`src/rtl/mult_seq.sv`:
```
// mult_seq: sequential radix-2 shift-add multiplier, signed or unsigned, one bit per cycle
module mult_seq #(
    parameter int WIDTH = 32
) (
    input  logic                 clk,
    input  logic                 rst,
    input  logic [WIDTH-1:0]     a,
    input  logic [WIDTH-1:0]     b,
    input  logic                 sign,
    input  logic                 opn_valid,
    input  logic                 res_ready,
    output logic                 res_valid,
    output logic [2*WIDTH-1:0]   result,
    output logic                 busy
);
    localparam int CW = (WIDTH > 1) ? $clog2(WIDTH) : 1;

    typedef enum logic [1:0] {IDLE, CALC, DONE} state_t;

    state_t               state, state_nxt;
    logic [WIDTH-1:0]     mcand, mplier, a_mag, b_mag;
    logic [2*WIDTH-1:0]   acc, acc_nxt;
    logic [WIDTH:0]       sum;
    logic [CW-1:0]        cnt;
    logic                 neg, last;

    assign a_mag   = (sign && a[WIDTH-1]) ? -a : a;
    assign b_mag   = (sign && b[WIDTH-1]) ? -b : b;
    assign sum     = {1'b0, acc[2*WIDTH-1:WIDTH]} + (mplier[0] ? {1'b0, mcand} : '0);
    assign acc_nxt = {sum, acc[WIDTH-1:1]};
    assign last    = (cnt == CW'(WIDTH - 1));

    // State register
    always_ff @(posedge clk or negedge rst) begin
        if (!rst) state <= IDLE;
        else      state <= state_nxt;
    end

    // Next-state: a dropped request aborts CALC even on its final edge
    always_comb begin
        state_nxt = state;
        unique case (state)
            IDLE:    state_nxt = opn_valid ? CALC : IDLE;
            CALC:    state_nxt = !opn_valid ? IDLE : (last ? DONE : CALC);
            DONE:    state_nxt = (res_ready || !opn_valid) ? IDLE : DONE;
            default: state_nxt = IDLE;
        endcase
    end

    // Operand capture, shift-add iteration and result load with sign fix-up
    always_ff @(posedge clk or negedge rst) begin
        if (!rst) begin
            mcand  <= '0;
            mplier <= '0;
            acc    <= '0;
            cnt    <= '0;
            neg    <= 1'b0;
            result <= '0;
        end else if (state == IDLE && opn_valid) begin
            mcand  <= a_mag;
            mplier <= b_mag;
            neg    <= sign && (a[WIDTH-1] ^ b[WIDTH-1]);
            acc    <= '0;
            cnt    <= '0;
        end else if (state == CALC && opn_valid) begin
            acc    <= acc_nxt;
            mplier <= mplier >> 1;
            cnt    <= cnt + CW'(1);
            if (last) result <= neg ? -acc_nxt : acc_nxt;
        end
    end

    // Registered status flags follow the state being entered
    always_ff @(posedge clk or negedge rst) begin
        if (!rst) begin
            res_valid <= 1'b0;
            busy      <= 1'b0;
        end else begin
            res_valid <= (state_nxt == DONE);
            busy      <= (state_nxt != IDLE);
        end
    end
endmodule
```
`config.mk`:
```
export PLATFORM = sky130hd
export DESIGN_NAME = mult_seq
export DESIGN_NICKNAME = d
export VERILOG_FILES = /design/src/rtl/mult_seq.sv
export SDC_FILE = /design/constraint.sdc
export NUM_CORES = 1
export LEC_CHECK = 0
export ABC_AREA = 1
export CAP_MARGIN = 20
export CORE_AREA = 2 2 162 164
export DETAILED_ROUTE_END_ITERATION = 6
export DIE_AREA = 0 0 164 166
export HOLD_SLACK_MARGIN = 0.05
export PLACE_DENSITY = 0.76
export SLEW_MARGIN = 15
export SYNTH_ARGS = -nofsm -noshare
export SYNTH_HDL_FRONTEND = slang
export SYNTH_SLANG_ARGS = --single-unit
```
`constraint.sdc`:
```
create_clock -name clk -period 8.05 [get_ports clk]
set_input_delay 0.805 -clock clk [delete_from_list [all_inputs] [get_ports clk]]
set_output_delay 0.805 -clock clk [all_outputs]
set_load 0.02 [all_outputs]
```
# Word level (Yosys, flattened, before mapping)
# Index checks and enable logic that the tools add are counted.
# W data, S select, Z words.
[totals] output_inout_bits=66 register_bits=202
[classes] n_mux=15 bitwise=2 n_addsub=5 n_reduce_logical=11 eq_ne=4
[op_table] operator="$mux W64" n=3
[op_table] operator="$mux W32" n=5
[op_table] operator="$neg A32 Y32" n=2
[op_table] operator="$neg A64 Y64" n=1
[op_table] operator="$add A32 B32 Y33" n=1
[op_table] operator="$mux W5" n=2
[op_table] operator="$mux W2" n=3
[op_table] operator="$pmux W2 S3" n=1
[op_table] operator="$add A5 B1 Y5 const B" n=1
[op_table] operator="$eq A5 B5 Y1 const B" n=1
[op_table] operator="$logic_and A1 B1 Y1" n=5
[op_table] operator="$eq A2 B2 Y1 const B" n=2
[op_table] operator="$reduce_bool A2 Y1" n=2
[op_table] operator="$reduce_and A3 Y1" n=1
[op_table] operator="$eq A2 B1 Y1 const B" n=1
[op_table] operator="$logic_not A2 Y1" n=1
[op_table] operator="$logic_not A1 Y1" n=1
[op_table] operator="$logic_or A1 B1 Y1" n=1
[op_table] operator="$mux W1" n=1
[op_table] operator="$not A1 Y1" n=1
[op_table] operator="$xor A1 B1 Y1" n=1

# Logic depth before layout (Yosys ltp)
# Gate-level depths: netlist of run 1.
[depth] word_depth=5 depth_mapped=26 depth_no_buf=23

# Worst setup path before layout of run 1
# OpenSTA, ideal clock, no wires.
[synth_path] path_kind="flip-flop to flip-flop" startpoint="register mplier[0]" endpoint="register result[56]" path_stages_with_launch=17 slack_ns=5.189 path_buffers=2 t_required_ns=7.932 arrival_time_ns=2.743 path_cell_list="dfrtp_1 > clkbuf_1 > clkbuf_1 > nand2_1 > inv_1 > ha_1 > fa_1 > nor3_2 > nand2_1 > nor3_1 > nand3_1 > nor2_1 > nand2_1 > o21ai_2 > nand3_1 > nand3_1 > nand2_1"
[synth_between] elab_chain_len=4
[synth_lines] element="from (decl)" line="21" source="logic [WIDTH-1:0] mcand, mplier, a_mag, b_mag;"
[synth_lines] element="from (signal assigned)" line="61" source="mplier <= b_mag;"
[synth_lines] element="from (signal assigned)" line="67" source="mplier <= mplier >> 1;"
[synth_lines] element="$mux W32 *" line="29" source="assign sum = {1'b0, acc[2*WIDTH-1:WIDTH]} + (mplier[0] ? {1'b0, mcand} : '0);"
[synth_lines] element="$add A32 B32 Y33 *" line="29"
[synth_lines] element="$neg A64 Y64" line="69" source="if (last) result <= neg ? -acc_nxt : acc_nxt;"
[synth_lines] element="$mux W64 *" line="69"
[synth_lines] element="to (signal assigned)" line="69"
[synth_lines] element="to (decl)" line="13" source="output logic [2*WIDTH-1:0] result,"
# Every way passes the cells marked *; elsewhere a longest branch is shown, timed or not.
# A chain may end at the register's enable or synchronous reset.

# Worst setup path after layout of run 1
[layout_path] startpoint="input opn_valid" endpoint="register result[50]"
[layout_between] elab_chain_len=3 word_cells_on_any_way=4 classes_between="bitwise (1); reduce/logical (3)"
[layout_lines] element="from (decl)" line="10" source="input logic opn_valid,"
[layout_lines] element="$logic_and A1 B1 Y1" line="59" source="end else if (state == IDLE && opn_valid) begin"
[layout_lines] element="$not A1 Y1 (no source line)"
[layout_lines] element="$reduce_and A3 Y1 (no source line) *"
# Marked as above.

==> run metrics, run 1 <==
FF/Latch Area=between 0.005 and 0.006 sq mm; max cap viols=0; vias per cell=~5.3; # H-tree levels=1; Crit path max-delay family=buffers and inverters; clk_skew=0.0179 ns; area share of fa/ha/maj cells after synthesis=3.50%; Netlist Area Pre-Place=0.0138 sq mm; post_cts resized=0; crit start category=primary input; DRT iter0 DRCs=1100; post-route insts no fill=around 2500; Max Transition Viols Final=0; sequential fraction of the synthesis area=between 30% and 40%; Crit. End Element=flip-flop; Most Frequent Cell on Critical Path=buf_4; Area growth, synth to finish=16.7%; fillcell total=2376; Final GP Congestion=0.964; post-synth top area share=between 30% and 40%; syn nets=2127; P per Cell Area=187 mW/mm^2; top area cells in the synthesized netlist=dfrtp_1, nand2_1, inv_1; critical path type=in -> reg; largest net degree at the start of global routing=~130; GR Util All Layers=approximately a quarter; slowest cell delay on critical path=0.79 ns; remaining global-route overflow=0; Hold-fix buffers, CTS=0; crit-path cells=clkdlybuf4s50_1, inv_2, nor2_4, buf_4, inv_1, buf_4, nor2_2, nand2_4, clkinv_1, nand3_1, nand2_1; Hold Vio Cnt, Final=0; Port Buffers=about 130; clock sinks=between 200 and 250; Primary FF master, synth=dfrtp_1; Avg WL per Cell=between 10 and 15 microns; async set-or-reset flop fraction in the synthesized netlist=100%; Final TNS setup=0 ns; Simple-Gate Fraction of Synth Area=approximately 33%; Post-synth EDFFs=0; Power, Total=about 3 mW; Initial Util=around 54%; Worst Hold Class=in -> async; cts bufs inserted=21; Max Root-Sink Buffers=3; root buf cell=clkbuf_16; Worst-Margin Slew=1.02 ns; post-route ant nets=0; Die ar.=about 0.027 sq mm; Die Y=around 170 microns; Worst path slowest cell=nand2_4; Leakage=8.27 nW; core area=approximately 0.026 sq mm; RSZ-0062 raised after global routing=no; area of the multi-input gates=0.00739 sq mm; largest family of logic cells by synthesized area=simple AND/OR/NAND/NOR gates; initial antenna violation count=0; fin crit share=around half; via count=13200; TritonCTS clock tree=built; final hold slack=~0.25 ns; number of setup violations in the final report=0; Max Clock Freq=between 0.2 and 0.25 GHz; vias in the first global route=approximately 12000; Mapped Cells=between 2000 and 2500; Routed WL=35900 microns; peak supply drop=around 0.00013 V; n_diodes=0; Worst EP arrival=between 4 and 5 ns; multiplexer share of the synthesized area=0%; Worst-Skew Late Latency=slightly above 0.5 ns; fin crit period=4.02 ns; final net count=2229; placed cell count=~2400; post-DP HPWL=27300 microns; Rows=between 50 and 60; chip width=approximately 160 microns; #FFs+latches synth=201; Worst EP required=~8.4 ns; first-pass GRT wire length=59200 microns; total iterations of the first detailed-routing run=7; Synth Area per Inst=6.83 sq um; I/O pin cnt=approximately 140; DRC errors left=0; status=complete, no violations; count of cell types in the netlist=47; share of layout cells above drive strength 1=around 7%; setup bufs post-CTS=0; clock-pin slew on the worst setup and hold paths=about 0.06 ns; peak fanout along the critical path=between 100 and 150; yosys warns=0; Worst Path Buf+Inv=6; Compound-Gate Fraction of Synth Area=11.5%; slew margin rel.=32.2%; XOR/XNOR Fraction of Synth Area=5.01%; Synth area leader=dfrtp_1
-- power breakdown --
part           internal [mW]  switching [mW]  total [mW]
combinational          0.298           0.603       0.901
clock                  0.568           0.402       0.970
sequential              1.09          0.0466        1.14
total                   1.96            1.05        3.01
-- sequential cells by signal, summed over array words and instances, names as in the netlist --
name       cells
acc           63
busy           1
cnt            5
mcand         32
mplier        32
neg            1
res_valid      1
result        64
state          2
-- layout by cell type, fill, tap and decap left out, drive strengths merged, types with 16 or more instances in the layout --
master	n
o21ai	147
ha	37
nand2	681
a21oi	36
o22ai	37
nor3	30
dfrtp	201
clkdlybuf4s50	133
clkbuf	30
nand4	27
inv	301
nand3	134
o221ai	16
nor2	168
xor2	67
-- routing by layer --
layer  global-route usage (%)  vias up  share of wire [%]  routed length (microns)
met2                     43.2      374                 46                    16400
met4                     6.60        0                2.3                      834
met3                     2.52       55                5.6                     2000
met5                        0        -                  0                        0
li1                         -     6625                  -                        -
met1                     37.9     6101                 47                    16700
-- through the flow --
stage	instance area (sq um)	utilization (%)	worst slack, ns
after floorplan	13800	-	5.19
final	16100	62.9	4.03
after CTS	16100	62.8	4.01
after global placement	15400	60.1	3.65
after global routing	16100	62.9	3.54
after detailed placement	15400	60.1	3.51
-- cell usage after synthesis, types with 5 or more instances --
cell type / number
xnor2_1: 12
o31ai_1: 10
ha_1: 37
buf_1: 8
nor3_2: 5
nor2_2: 23
dfrtp_1: 201
o221ai_1: 16
xor2_1: 67
o211ai_1: 10
inv_2: 13
nand4_1: 27
nand3_2: 11
nand2_2: 36
nand2_1: 645
inv_1: 287
nand3_1: 123
a31oi_1: 6
o21bai_1: 5
o22ai_1: 37
o21ai_0: 142
clkbuf_1: 53
nor3_1: 23
a21oi_1: 35
nor2_1: 141
-- area by class of cell --
| class | instances | share of cell area, % |
|---|---|---|
| repair buffers | 143 | 8.90 |
| well taps | 335 | 2.60 |
| flip-flops and latches | 201 | 31.2 |
| multi-input cells | 1451 | 45.9 |
| clock buffers | 29 | 3.82 |
| inverters | 304 | 7.09 |
| clock inverters | 7 | 0.466 |
-- path summary, 6_finish.rpt --
check | start | endpoint | slack (ns) | cells after the start
setup / recovery | opn_valid | result[50] | 4.03 | 11
hold / removal | rst | acc[32] | 0.25 | 1
setup reg to reg | state[1] | result[50] | 4.41 | 9
hold reg to reg | result[12] | result[12] | 0.48 | 2
max in group asynchronous | rst | acc[60] | 6.12 | 3
min in group clk | result[12] | result[12] | 0.48 | 2
-- kinds of logic after synthesis --
family	Yosys count
simple gates	1060
flops	201
xor+xnor	79
buf+inv	368
fa+ha+maj	38
compound gates	274
Note: power is estimated with default switching activity, not from simulation.
==> inputs of run 2 (changes only) <==
==> constraint.sdc (replaced) <==
create_clock -name clk -period 3.8 [get_ports clk]
set_input_delay 0.38 -clock clk [delete_from_list [all_inputs] [get_ports clk]]
set_output_delay 0.38 -clock clk [all_outputs]
set_load 0.02 [all_outputs]
==> run 2 against run 1 <==
Against the previous run: combinational power rose by 110%; register-to-register slack got worse by 4.0 ns; design area rose by 1.1%; core utilization rose by 0.72 points; power rose by 120%; via count rose by 0.98%; die area did not move; setup slack got worse by 3.6 ns; wire length rose by 4.2%.
==> run metrics, run 2 (synthesis gave the netlist of run 1 again) <==
Worst-Margin Slew=0.964 ns (-0.0531 ns); Worst-Skew Late Latency=0.52 ns (about the same); placed cell count=2440 (+0.29%); Worst EP required=4.19 ns (-4.25 ns); root buf cell=clkbuf_16; setup bufs post-CTS=0 (unchanged); I/O pin cnt=135 (unchanged); post-route insts no fill=2478 (+0.32%); slew margin rel.=35.7% (+3.5 points); TritonCTS clock tree=built; R2R depth=18 (+9); final net count=2237 (+0.36%); Hold Path Sink=res_valid; Hold Vio Cnt, Final=0 (unchanged); slowest cell delay on critical path=0.54 ns (-0.25 ns); first-pass GRT wire length=61600 microns (+4.1%); DRC errors left=0 (unchanged); crit-path cells=nand2_1, inv_1, ha_1, fa_1, nand3_1, nand2_1, nand2_1, nand2_1, inv_1, nand3_1, nor2_1, nand3_1, nor2_1, nand3_1, nand2_2, nand3_1, nand3_1, nand2_1; DRT iter0 DRCs=949 (-14%); core area=0.0256 sq mm (unchanged); via count=13300 (+0.98%); Leakage=8.36 nW (+1.1%); peak supply drop=0.000276 V (+110%); fin crit share=about nine tenths; Worst EP arrival=3.77 ns (-0.64 ns); Final TNS setup=0 ns (unchanged); chip width=164 microns (unchanged); Rows=59 (unchanged); remaining global-route overflow=0 (unchanged); post_cts resized=0 (unchanged); Port Buffers=134 (unchanged); FF-to-FF Start=mplier[0]; Avg WL per Cell=15.1 microns (+3.9%); cts bufs inserted=22 (+4.8%); number of setup violations in the final report=0 (unchanged); Die ar.=0.0272 sq mm (unchanged); RSZ-0062 raised after global routing=no; biggest regs=result x64, acc x63; critical path type=reg -> reg; P per Cell Area=412 mW/mm^2 (+120%); Area growth, synth to finish=18.1%; initial antenna violation count=0 (unchanged); GR Util All Layers=27.8% (+1.3 points); fin crit period=approximately 3.4 ns; clock-pin slew on the worst setup and hold paths=0.07 ns (about the same); max cap viols=0 (unchanged); stages on the worst setup path=18 (+7); post-route ant nets=0 (unchanged); Worst Hold Class=in -> reg; min-delay src=res_ready; commonest non-fill, non-tap cells in the layout=nand2_1, inv_1, dfrtp_1; Hold Crit Depth=2; post-DP HPWL=28500 microns (+4.3%); commonest non-fill, non-tap cell in the layout=nand2_1; Crit. End Element=flip-flop; Most Frequent Cell on Critical Path=nand3_1; peak fanout along the critical path=13 (-89%); Worst path slowest cell=dfrtp_1; Max Clock Freq=roughly 0.3 GHz; share of layout cells above drive strength 1=7.47% (+0.35 points); register with the most flip-flops=result; # H-tree levels=1 (unchanged); clock sinks=201 (unchanged); reg2reg end=result[61]; status=complete, no violations; Initial Util=53.9% (unchanged); vias in the first global route=12500 (+2.5%); largest net degree at the start of global routing=80 (-38%); vias per cell=5.36 (+0.65%); Max Root-Sink Buffers=3 (unchanged); Max Transition Viols Final=0 (unchanged); Worst Path Buf+Inv=2 (-4); Final GP Congestion=0.984 (+2.0%); Worst R2R Setup Slack=0.42 ns (-3.99 ns); Routed WL=37400 microns (+4.2%); Crit path max-delay family=simple AND/OR/NAND/NOR gates; max FFs per register=64 (unchanged); Die Y=166 microns (unchanged); n_diodes=0 (unchanged); crit start category=flip-flop; total iterations of the first detailed-routing run=5 (-2); clk_skew=0.0131 ns (-0.00478 ns)
run 2: changes by cell type in the layout (fill, tap and decap cells not counted), moves of 2 or more:
| cell | before | now |
|---|---|---|
| clkbuf_8 | 7 | 5 |
| bufinv_16 | 1 | 5 |
| buf_12 | 0 | 3 |
| buf_4 | 8 | 12 |
run 2: layout make-up:
class | count | area, sq um
fillers | 2368 | 9330
clock buffers | 27 | 609
inverters | 304 | 1140
clock inverters | 10 | 193
flip-flops and latches | 201 | 5030
well taps | 335 | 419
repair buffers | 150 | 1510
multi-input cells | 1451 | 7390
run 2: per-stage QoR:
step / cell area (sq um) / setup slack [ns] / utilization (%) / hold slack [ns] / power, mW
finish: 16300 / 0.419 / 63.6 / 0.464 / 6.71
global route: 16300 / 0.174 / 63.6 / 0.456 / 7.10
CTS: 16300 / 0.446 / 63.6 / 0.443 / 6.74
detailed placement: 15500 / 0.499 / 60.4 / 0.466 / 4.35
global placement: 15500 / 0.597 / 60.4 / 0.464 / 4.31
floorplan: 13800 / 0.939 / - / 0.0844 / 3.75
run 2: worst register-to-register path: cells and delay by family (launching register included):
kind / cells / cell delay [ns]
DFF: 1 / 0.54
and+or+nand+nor: 14 / 1.86
adders and majority gates: 2 / 0.68
buffers and inverters: 2 / 0.18
run 2: timing repair:
item	in CTS	in global routing
setup endpoints to repair	0	0
hold buffers	1	0
endpoints found under the hold margin	76	0
run 2: worst max path at each step:
stage                            end       from  slack [ns]
after global placement    result[61]  mplier[0]        0.60
after CTS                 result[61]  mplier[0]        0.45
after global routing      result[61]  mplier[0]        0.17
final                     result[61]  mplier[0]        0.42
after detailed placement  result[61]  mplier[0]        0.50
after floorplan           result[56]  mplier[0]        0.94
run 2: power breakdown:
| part | leakage, nW | internal [mW] | switching [mW] | total [mW] |
|---|---|---|---|---|
| Sequential | 2.68 | 2.31 | 0.112 | 2.42 |
| Combinational | 5.29 | 0.644 | 1.27 | 1.92 |
| Clock | 0.391 | 1.48 | 0.899 | 2.38 |
run 2: routing by layer:
metal / up-vias / global-route usage [%] / part of all wire (%)
li1: 6650 / - / -
met1: 6094 / 39.9 / 46
met2: 469 / 44.1 / 44
met3: 71 / 2.92 / 6.6
met4: 0 / 9.08 / 3.2
met5: - / 0 / 0
